==> src/rtl/uart_rx_deframer.sv <==
// UART receive deframer: synchronises rx, samples mid-bit on the 16x tick, strobes each byte.
// Define UART_RX_PARITY_EN to add an even-parity bit between the data bits and the stop bit.
module uart_rx_deframer #(
  parameter int DATA_BITS  = 8,
  parameter int OVERSAMPLE = 16
) (
  input  logic                 clk,
  input  logic                 reset_n,
  input  logic                 s_tick,
  input  logic                 rx,
  output logic [DATA_BITS-1:0] rx_data,
  output logic                 rx_done,
  output logic                 frame_err,
  output logic                 parity_err,
  output logic                 busy
);

  localparam int TW = $clog2(OVERSAMPLE);
  localparam int BW = $clog2(DATA_BITS) + 1;
  localparam logic [TW-1:0] TICK_MID = TW'(OVERSAMPLE / 2 - 1);
  localparam logic [TW-1:0] TICK_END = TW'(OVERSAMPLE - 1);
  localparam logic [BW-1:0] BIT_LAST = BW'(DATA_BITS - 1);

`ifdef UART_RX_PARITY_EN
  typedef enum logic [2:0] {IDLE, START, DATA, PARITY, STOP} state_t;
`else
  typedef enum logic [1:0] {IDLE, START, DATA, STOP} state_t;
`endif

  state_t               state, state_next;
  logic                 sync_1, rx_s;
  logic [TW-1:0]        tick_cnt, tick_next;
  logic [BW-1:0]        bit_cnt, bit_next;
  logic [DATA_BITS-1:0] shift, shift_next;
  logic                 armed, armed_next;
  logic [DATA_BITS-1:0] data_next;
  logic                 done_next, ferr_next;
`ifdef UART_RX_PARITY_EN
  logic                 par_flag, par_flag_next, perr_next;
`endif

  always_comb begin
    state_next = state;
    tick_next  = tick_cnt;
    bit_next   = bit_cnt;
    shift_next = shift;
    armed_next = armed;
    data_next  = rx_data;
    done_next  = 1'b0;
    ferr_next  = frame_err;
`ifdef UART_RX_PARITY_EN
    par_flag_next = par_flag;
    perr_next     = parity_err;
`endif
    case (state)
      IDLE: begin
        tick_next = '0;
        // Only a high-to-low transition starts a frame, so a held-low break yields one frame.
        if (armed && !rx_s) begin
          state_next = START;
          armed_next = 1'b0;
        end else if (rx_s) begin
          armed_next = 1'b1;
        end
      end
      START: begin
        if (s_tick) begin
          if (tick_cnt == TICK_MID) begin
            tick_next  = '0;
            bit_next   = '0;
            state_next = rx_s ? IDLE : DATA;
          end else begin
            tick_next = tick_cnt + TW'(1);
          end
        end
      end
      DATA: begin
        if (s_tick) begin
          tick_next = tick_cnt + TW'(1);
          if (tick_cnt == TICK_END) begin
            shift_next = {rx_s, shift[DATA_BITS-1:1]};
            bit_next   = bit_cnt + BW'(1);
            if (bit_cnt == BIT_LAST) begin
`ifdef UART_RX_PARITY_EN
              state_next = PARITY;
`else
              state_next = STOP;
`endif
            end
          end
        end
      end
`ifdef UART_RX_PARITY_EN
      PARITY: begin
        if (s_tick) begin
          tick_next = tick_cnt + TW'(1);
          if (tick_cnt == TICK_END) begin
            par_flag_next = rx_s ^ (^shift);
            state_next    = STOP;
          end
        end
      end
`endif
      STOP: begin
        if (s_tick) begin
          tick_next = tick_cnt + TW'(1);
          if (tick_cnt == TICK_END) begin
            data_next  = shift;
            ferr_next  = ~rx_s;
            done_next  = 1'b1;
            state_next = IDLE;
            // A high stop bit arms the receiver so a start bit right behind it is caught.
            armed_next = rx_s;
`ifdef UART_RX_PARITY_EN
            perr_next  = par_flag;
`endif
          end
        end
      end
      default: state_next = IDLE;
    endcase
  end

  always_ff @(posedge clk) begin
    if (!reset_n) begin
      sync_1    <= 1'b1;
      rx_s      <= 1'b1;
      state     <= IDLE;
      tick_cnt  <= '0;
      bit_cnt   <= '0;
      shift     <= '0;
      armed     <= 1'b0;
      rx_data   <= '0;
      rx_done   <= 1'b0;
      frame_err <= 1'b0;
    end else begin
      sync_1    <= rx;
      rx_s      <= sync_1;
      state     <= state_next;
      tick_cnt  <= tick_next;
      bit_cnt   <= bit_next;
      shift     <= shift_next;
      armed     <= armed_next;
      rx_data   <= data_next;
      rx_done   <= done_next;
      frame_err <= ferr_next;
    end
  end

`ifdef UART_RX_PARITY_EN
  always_ff @(posedge clk) begin
    if (!reset_n) begin
      par_flag   <= 1'b0;
      parity_err <= 1'b0;
    end else begin
      par_flag   <= par_flag_next;
      parity_err <= perr_next;
    end
  end
`else
  assign parity_err = 1'b0;
`endif

  assign busy = (state != IDLE);

endmodule

==> config.mk <==
export PLATFORM = sky130hd
export DESIGN_NAME = uart_rx_deframer
export DESIGN_NICKNAME = d
export VERILOG_FILES = /design/src/rtl/uart_rx_deframer.sv
export SDC_FILE = /design/constraint.sdc
export NUM_CORES = 1
export LEC_CHECK = 0
export ABC_AREA = 1
export CAP_MARGIN = 30
export CORE_MARGIN = 8
export CORE_UTILIZATION = 53
export DETAILED_ROUTE_END_ITERATION = 10
export PLACE_DENSITY = 0.84
export SYNTH_ARGS = -nofsm -noshare
export SYNTH_HDL_FRONTEND = slang
export SYNTH_SLANG_ARGS = --single-unit
==> constraint.sdc <==
create_clock -name clk -period 1.9 [get_ports clk]
set_clock_uncertainty 0.2 [all_clocks]
set_input_delay 0.38 -clock clk [delete_from_list [all_inputs] [get_ports clk]]
set_output_delay 0.38 -clock clk [all_outputs]
set_load 0.03 [all_outputs]
-- After elaboration in Yosys (flattened, before gate mapping)
Index checks and enable logic that the tools add are counted.
- add/subtract/negate cells: 2
- equal/unequal tests: 16
- multiplexer cells: 25
- bitwise logic cells: 1
- reductions and logical operators: 14
- operators by type and width (kind ; count):
    4-bit 2-to-1 mux ; 7
    2-bit 2-to-1 mux ; 9
    2-bit inequality test, second input constant ; 8
    4-bit one-hot mux with 3 select lines ; 1
    3-bit AND reduction ; 3
    4-bit by 1-bit adder with 4-bit output, second input constant ; 2
    4-bit by 3-bit == test with 1-bit output, second input constant ; 2
    2-bit one-hot mux with 4 select lines ; 1
    4-bit one-hot mux with 2 select lines ; 1
    8-bit AND reduction ; 1
    2-bit nonzero test ; 3
    1-bit 2-to-1 mux ; 5
    5-bit AND reduction ; 1
    2-bit == test, second input constant ; 2
    4-bit == test, second input constant ; 1
    4-bit AND reduction ; 1
    3-bit inequality test, second input constant ; 1
    2-bit by 1-bit == test with 1-bit output, second input constant ; 1
    2-bit zero test ; 1
    2-bit by 1-bit inequality test with 1-bit output, second input constant ; 1
    1-bit one-hot mux with 2 select lines ; 1
    2-bit AND reduction ; 1
    2-bit OR reduction ; 1
    1-bit logical AND ; 1
    other kinds (2) ; 2
- flip-flop bits (word level): 31
- input bits: 4
- output and inout bits: 12
- word-level logic and storage cells: 68

-- Depth between registers and ports, before layout
- word-level depth: 5
- depth in mapped cells: 9
- depth with buffers taken out: 8

-- Worst setup path after synthesis
OpenSTA, ideal clock, no wires.
- path kind: register to register
- from: register (tool-made name)
- to: register (tool-made name)
- library setup time: 0.114 ns
- arrival time: 1.232 ns
- required time: 1.586 ns
- slack: 0.355 ns
- stages on the path, launching flop included: 10
- path buffers: 1
- period minus slack after synthesis: 1.545 ns
- cells stage by stage: dfxtp_1 buf_6 inv_1 nand2_1 nand2_1 nand2_1 nor2_1 nand3_1 nand3_1 nand2_1

-- Worst setup path after layout
- from: register state[0]
- to: output port busy
- longest elaborated chain between the ends: 1
- ends and longest elaborated chain (element ; line ; RTL):
    start: declaration ; 30 ; state_t state, state_next;
    start signal: assignment ; 139 ; state <= state_next;
    2-bit nonzero test ; 164 ; assign busy = (state != IDLE);
    end: declaration ; 15 ; output logic busy
Every way passes these cells.

==> metrics <==
fin util between 60% and 70%; CP bufs+invs 2; H-tree levels 2; post-layout min period roughly 1.8 ns; Post-Syn Area between 0.001 and 0.0015 sq mm; post-route clock period utilization 93.4%; clock group share of total power 29.2%; Post-Syn Nets 188; layout cells sized above 1 roughly an eighth; HP Class flop to flop; reg-to-reg startpoint tick_cnt[1]; number of CTS-inserted buffers 5; Max Cap Violations 0; Iter 0 DRT Violations between 80 and 90; top cells by area, synth dfxtp_1 (46%), nor2_1 (14%), nand2_1 (8.1%); Worst path top cell family by delay flip-flops; Switch Pwr between 0.0003 and 0.0004 W; area grow syn2layout 16.2%; final wirelength approximately 2800 um; Fin Setup TNS 0 ns; Skew-Pair Late Insertion Delay approximately 0.33 ns; Hold-fix buffers, CTS 0; RSZ-0062 raised after global routing no; CTS tree built; GR Util All Layers between 10% and 20%; largest net degree at the start of global routing 21; DRT Pass-1 Iters 4; number of global-route vias before repair 1141; DR vias/cell a little over 5; CP Max Fanout 6; Die Wd 66.3 um; data required time at the worst endpoint between 1 and 1.5 ns; crit path capture type primary output; HP Start sync_1; combinational power share approximately 15%; Finished Cell Area about 0.0016 sq mm; pwr dens approximately 790 mW/mm^2; io pins 16; Flop pwr share a little under three fifths; Cell Area, Placed roughly 0.0015 sq mm; FP Rows 18; Post-DRT Antenna Nets 0; syn avg cell area around 7.4 sq um; Yosys cell types 26; worst-path cell chain inv_2 -> nand2_1 -> buf_4; Finish-stage setup viols 0; Num Clock Sinks 31; slowest CP cell dfxtp_1; Hold Fails Final Rpt 0; kind of critical path flop to primary output; CTS root buffer clkbuf_4; initial antenna violation count 0; Placer Congestion 0.897; CTS resizes 11; Synth Register Bits 31; status finished clean; global-route wire length before repair 4720 um; Critical Path AT between 1 and 1.5 ns; Worst Setup SP state[0]; area share of the largest cell type after synthesis between 40% and 50%; post-CTS setup repair buffer count 0; Nets approximately 210; detailed-route DRC error count 0; Max Slew Vio Count 0; starting density of the core a little under three fifths; IR drop worst, VDD 0.591 mV; slowest stage delay, CP roughly 0.47 ns; antenna diode count 0; WL per Instance ~12 um; hpwl dp between 2000 and 2500 um; clock slew at reported path FFs about 0.090 ns; most area-hungry cell type in the Yosys netlist dfxtp_1; Die Ht 66.3 um; fmax between 0.5 and 0.6 GHz; IO buf count 14; Max Buffers Root-to-Sink 2; CORE AREA 0.00243 sq mm; LEAKAGE between 0.7 and 0.8 nW; sequential area share after synthesis a little under half; Fin Hold WS 0.224 ns; total number of vias 1184; Setup crit start kind flop; internal power just under 0.0009 W; die area between 0.004 and 0.005 sq mm; Cells after Synth roughly 180; yosys warns 0; total grt overflow 0; Sw Ratio 28.8%
-- path summary, 6_finish.rpt --
| kind | slack [ns] | endpoint | cells after the start |
|---|---|---|---|
| setup / recovery | 0.13 | busy | 3 |
| hold / removal | 0.22 | rx_s | 1 |
| setup reg to reg | 0.25 | shift[7] | 7 |
| hold reg to reg | 0.22 | rx_s | 1 |
-- state kept, by name, summed over array words and instances (netlist names), named ones only --
register   flops
sync_1         1
frame_err      1
rx_data        8
state          1
tick_cnt       4
rx_s           1
rx_done        1
shift          8
bit_cnt        4
armed          1
-- power groups by stage --
stage	clock, W	combinational (W)	sequential [W]
final	0.000360	0.000182	0.000688
after floorplan	0	0.000135	0.000697
after CTS	0.000372	0.000181	0.000688
after detailed placement	0	0.000179	0.000703
after global routing	0.000399	0.000201	0.000691
after global placement	0	0.000174	0.000702
-- metal layers --
layer | wire length [um] | vias to the layer above | global-route usage (%)
met1 | 1230 | 532 | 15.1
met4 | 42 | 0 | 7.73
met5 | 0 | - | 0
met3 | 127 | 6 | 5.42
li1 | - | 623 | -
met2 | 1360 | 23 | 22.7
-- Yosys cell counts --
| master | instances |
|---|---|
| a21oi_1 | 8 |
| buf_4 | 2 |
| buf_6 | 1 |
| clkbuf_1 | 2 |
| conb_1 | 1 |
| dfxtp_1 | 31 |
| ha_1 | 2 |
| inv_1 | 9 |
| inv_2 | 3 |
| nand2_1 | 29 |
| nand2_2 | 2 |
| nand2_4 | 1 |
| nand3_1 | 7 |
| nand3_2 | 1 |
| nand4_1 | 2 |
| nor2_1 | 49 |
| nor2_2 | 2 |
| nor2_4 | 1 |
| nor3_1 | 2 |
| nor3_4 | 1 |
| nor3b_1 | 1 |
| o21ai_0 | 19 |
| o21ai_2 | 1 |
| o21bai_1 | 1 |
| or2_2 | 2 |
| xor2_1 | 2 |
-- layout make-up --
cell class / instances / area (sq um)
Clock inverter: 1 / 5.00
Inverter: 12 / 45.0
Multi-Input combinational cell: 134 / 642
Tap cell: 30 / 37.5
Timing Repair Buffer: 19 / 163
Clock buffer: 7 / 45.0
Sequential cell: 31 / 622
Fill cell: 216 / 873
-- metrics by stage --
stage / std cells / total power [W] / worst slack, ns
final: 234 / 0.00123 / 0.125
after global routing: 234 / 0.00129 / 0.0626
after CTS: 234 / 0.00124 / 0.120
after detailed placement: 226 / 0.000883 / 0.0232
after global placement: 226 / 0.000876 / 0.0994
after floorplan: 182 / 0.000832 / 0.355
-- cells in the final DEF (no fill, tap or decap), types with 2 or more instances in the layout --
cell and count:
nor3_1 2, ha_1 2, a21oi_1 8, xor2_1 2
nand2_2 2, dlygate4sd2_1 10, nand2_1 29, clkdlybuf4s50_1 3
nor2_1 49, or2_2 2, inv_1 9, inv_2 3
nand4_1 2, dfxtp_1 30, clkbuf_4 5, buf_4 6
o21ai_0 19, nand3_1 7, clkbuf_1 2, nor2_2 2
-- cell families (layout without fill, tap and decap cells) --
| family | after synthesis | in the layout | synth area share [%] |
|---|---|---|---|
| adder cells (fa/ha/maj) | 2 | 2 | 1.87 |
| other | 1 | 1 | 0.280 |
| AO/OA/AOI/OAI | 29 | 29 | 11.3 |
| XOR/XNOR | 2 | 2 | 1.31 |
| AND/OR/NAND/NOR | 100 | 100 | 33.1 |
| flip-flops | 31 | 31 | 46.3 |
| buffers and inverters | 17 | 39 | 5.88 |
-- worst register-to-register path: stages (launching register included) --
cell and delay, ns:
dfxtp_1 0.37, ha_1 0.22, nand3_2 0.16, nor2_2 0.16
nand2_2 0.13, inv_2 0.18, o21ai_2 0.06, a21oi_1 0.11
Note: power is estimated with default switching activity, not from simulation.
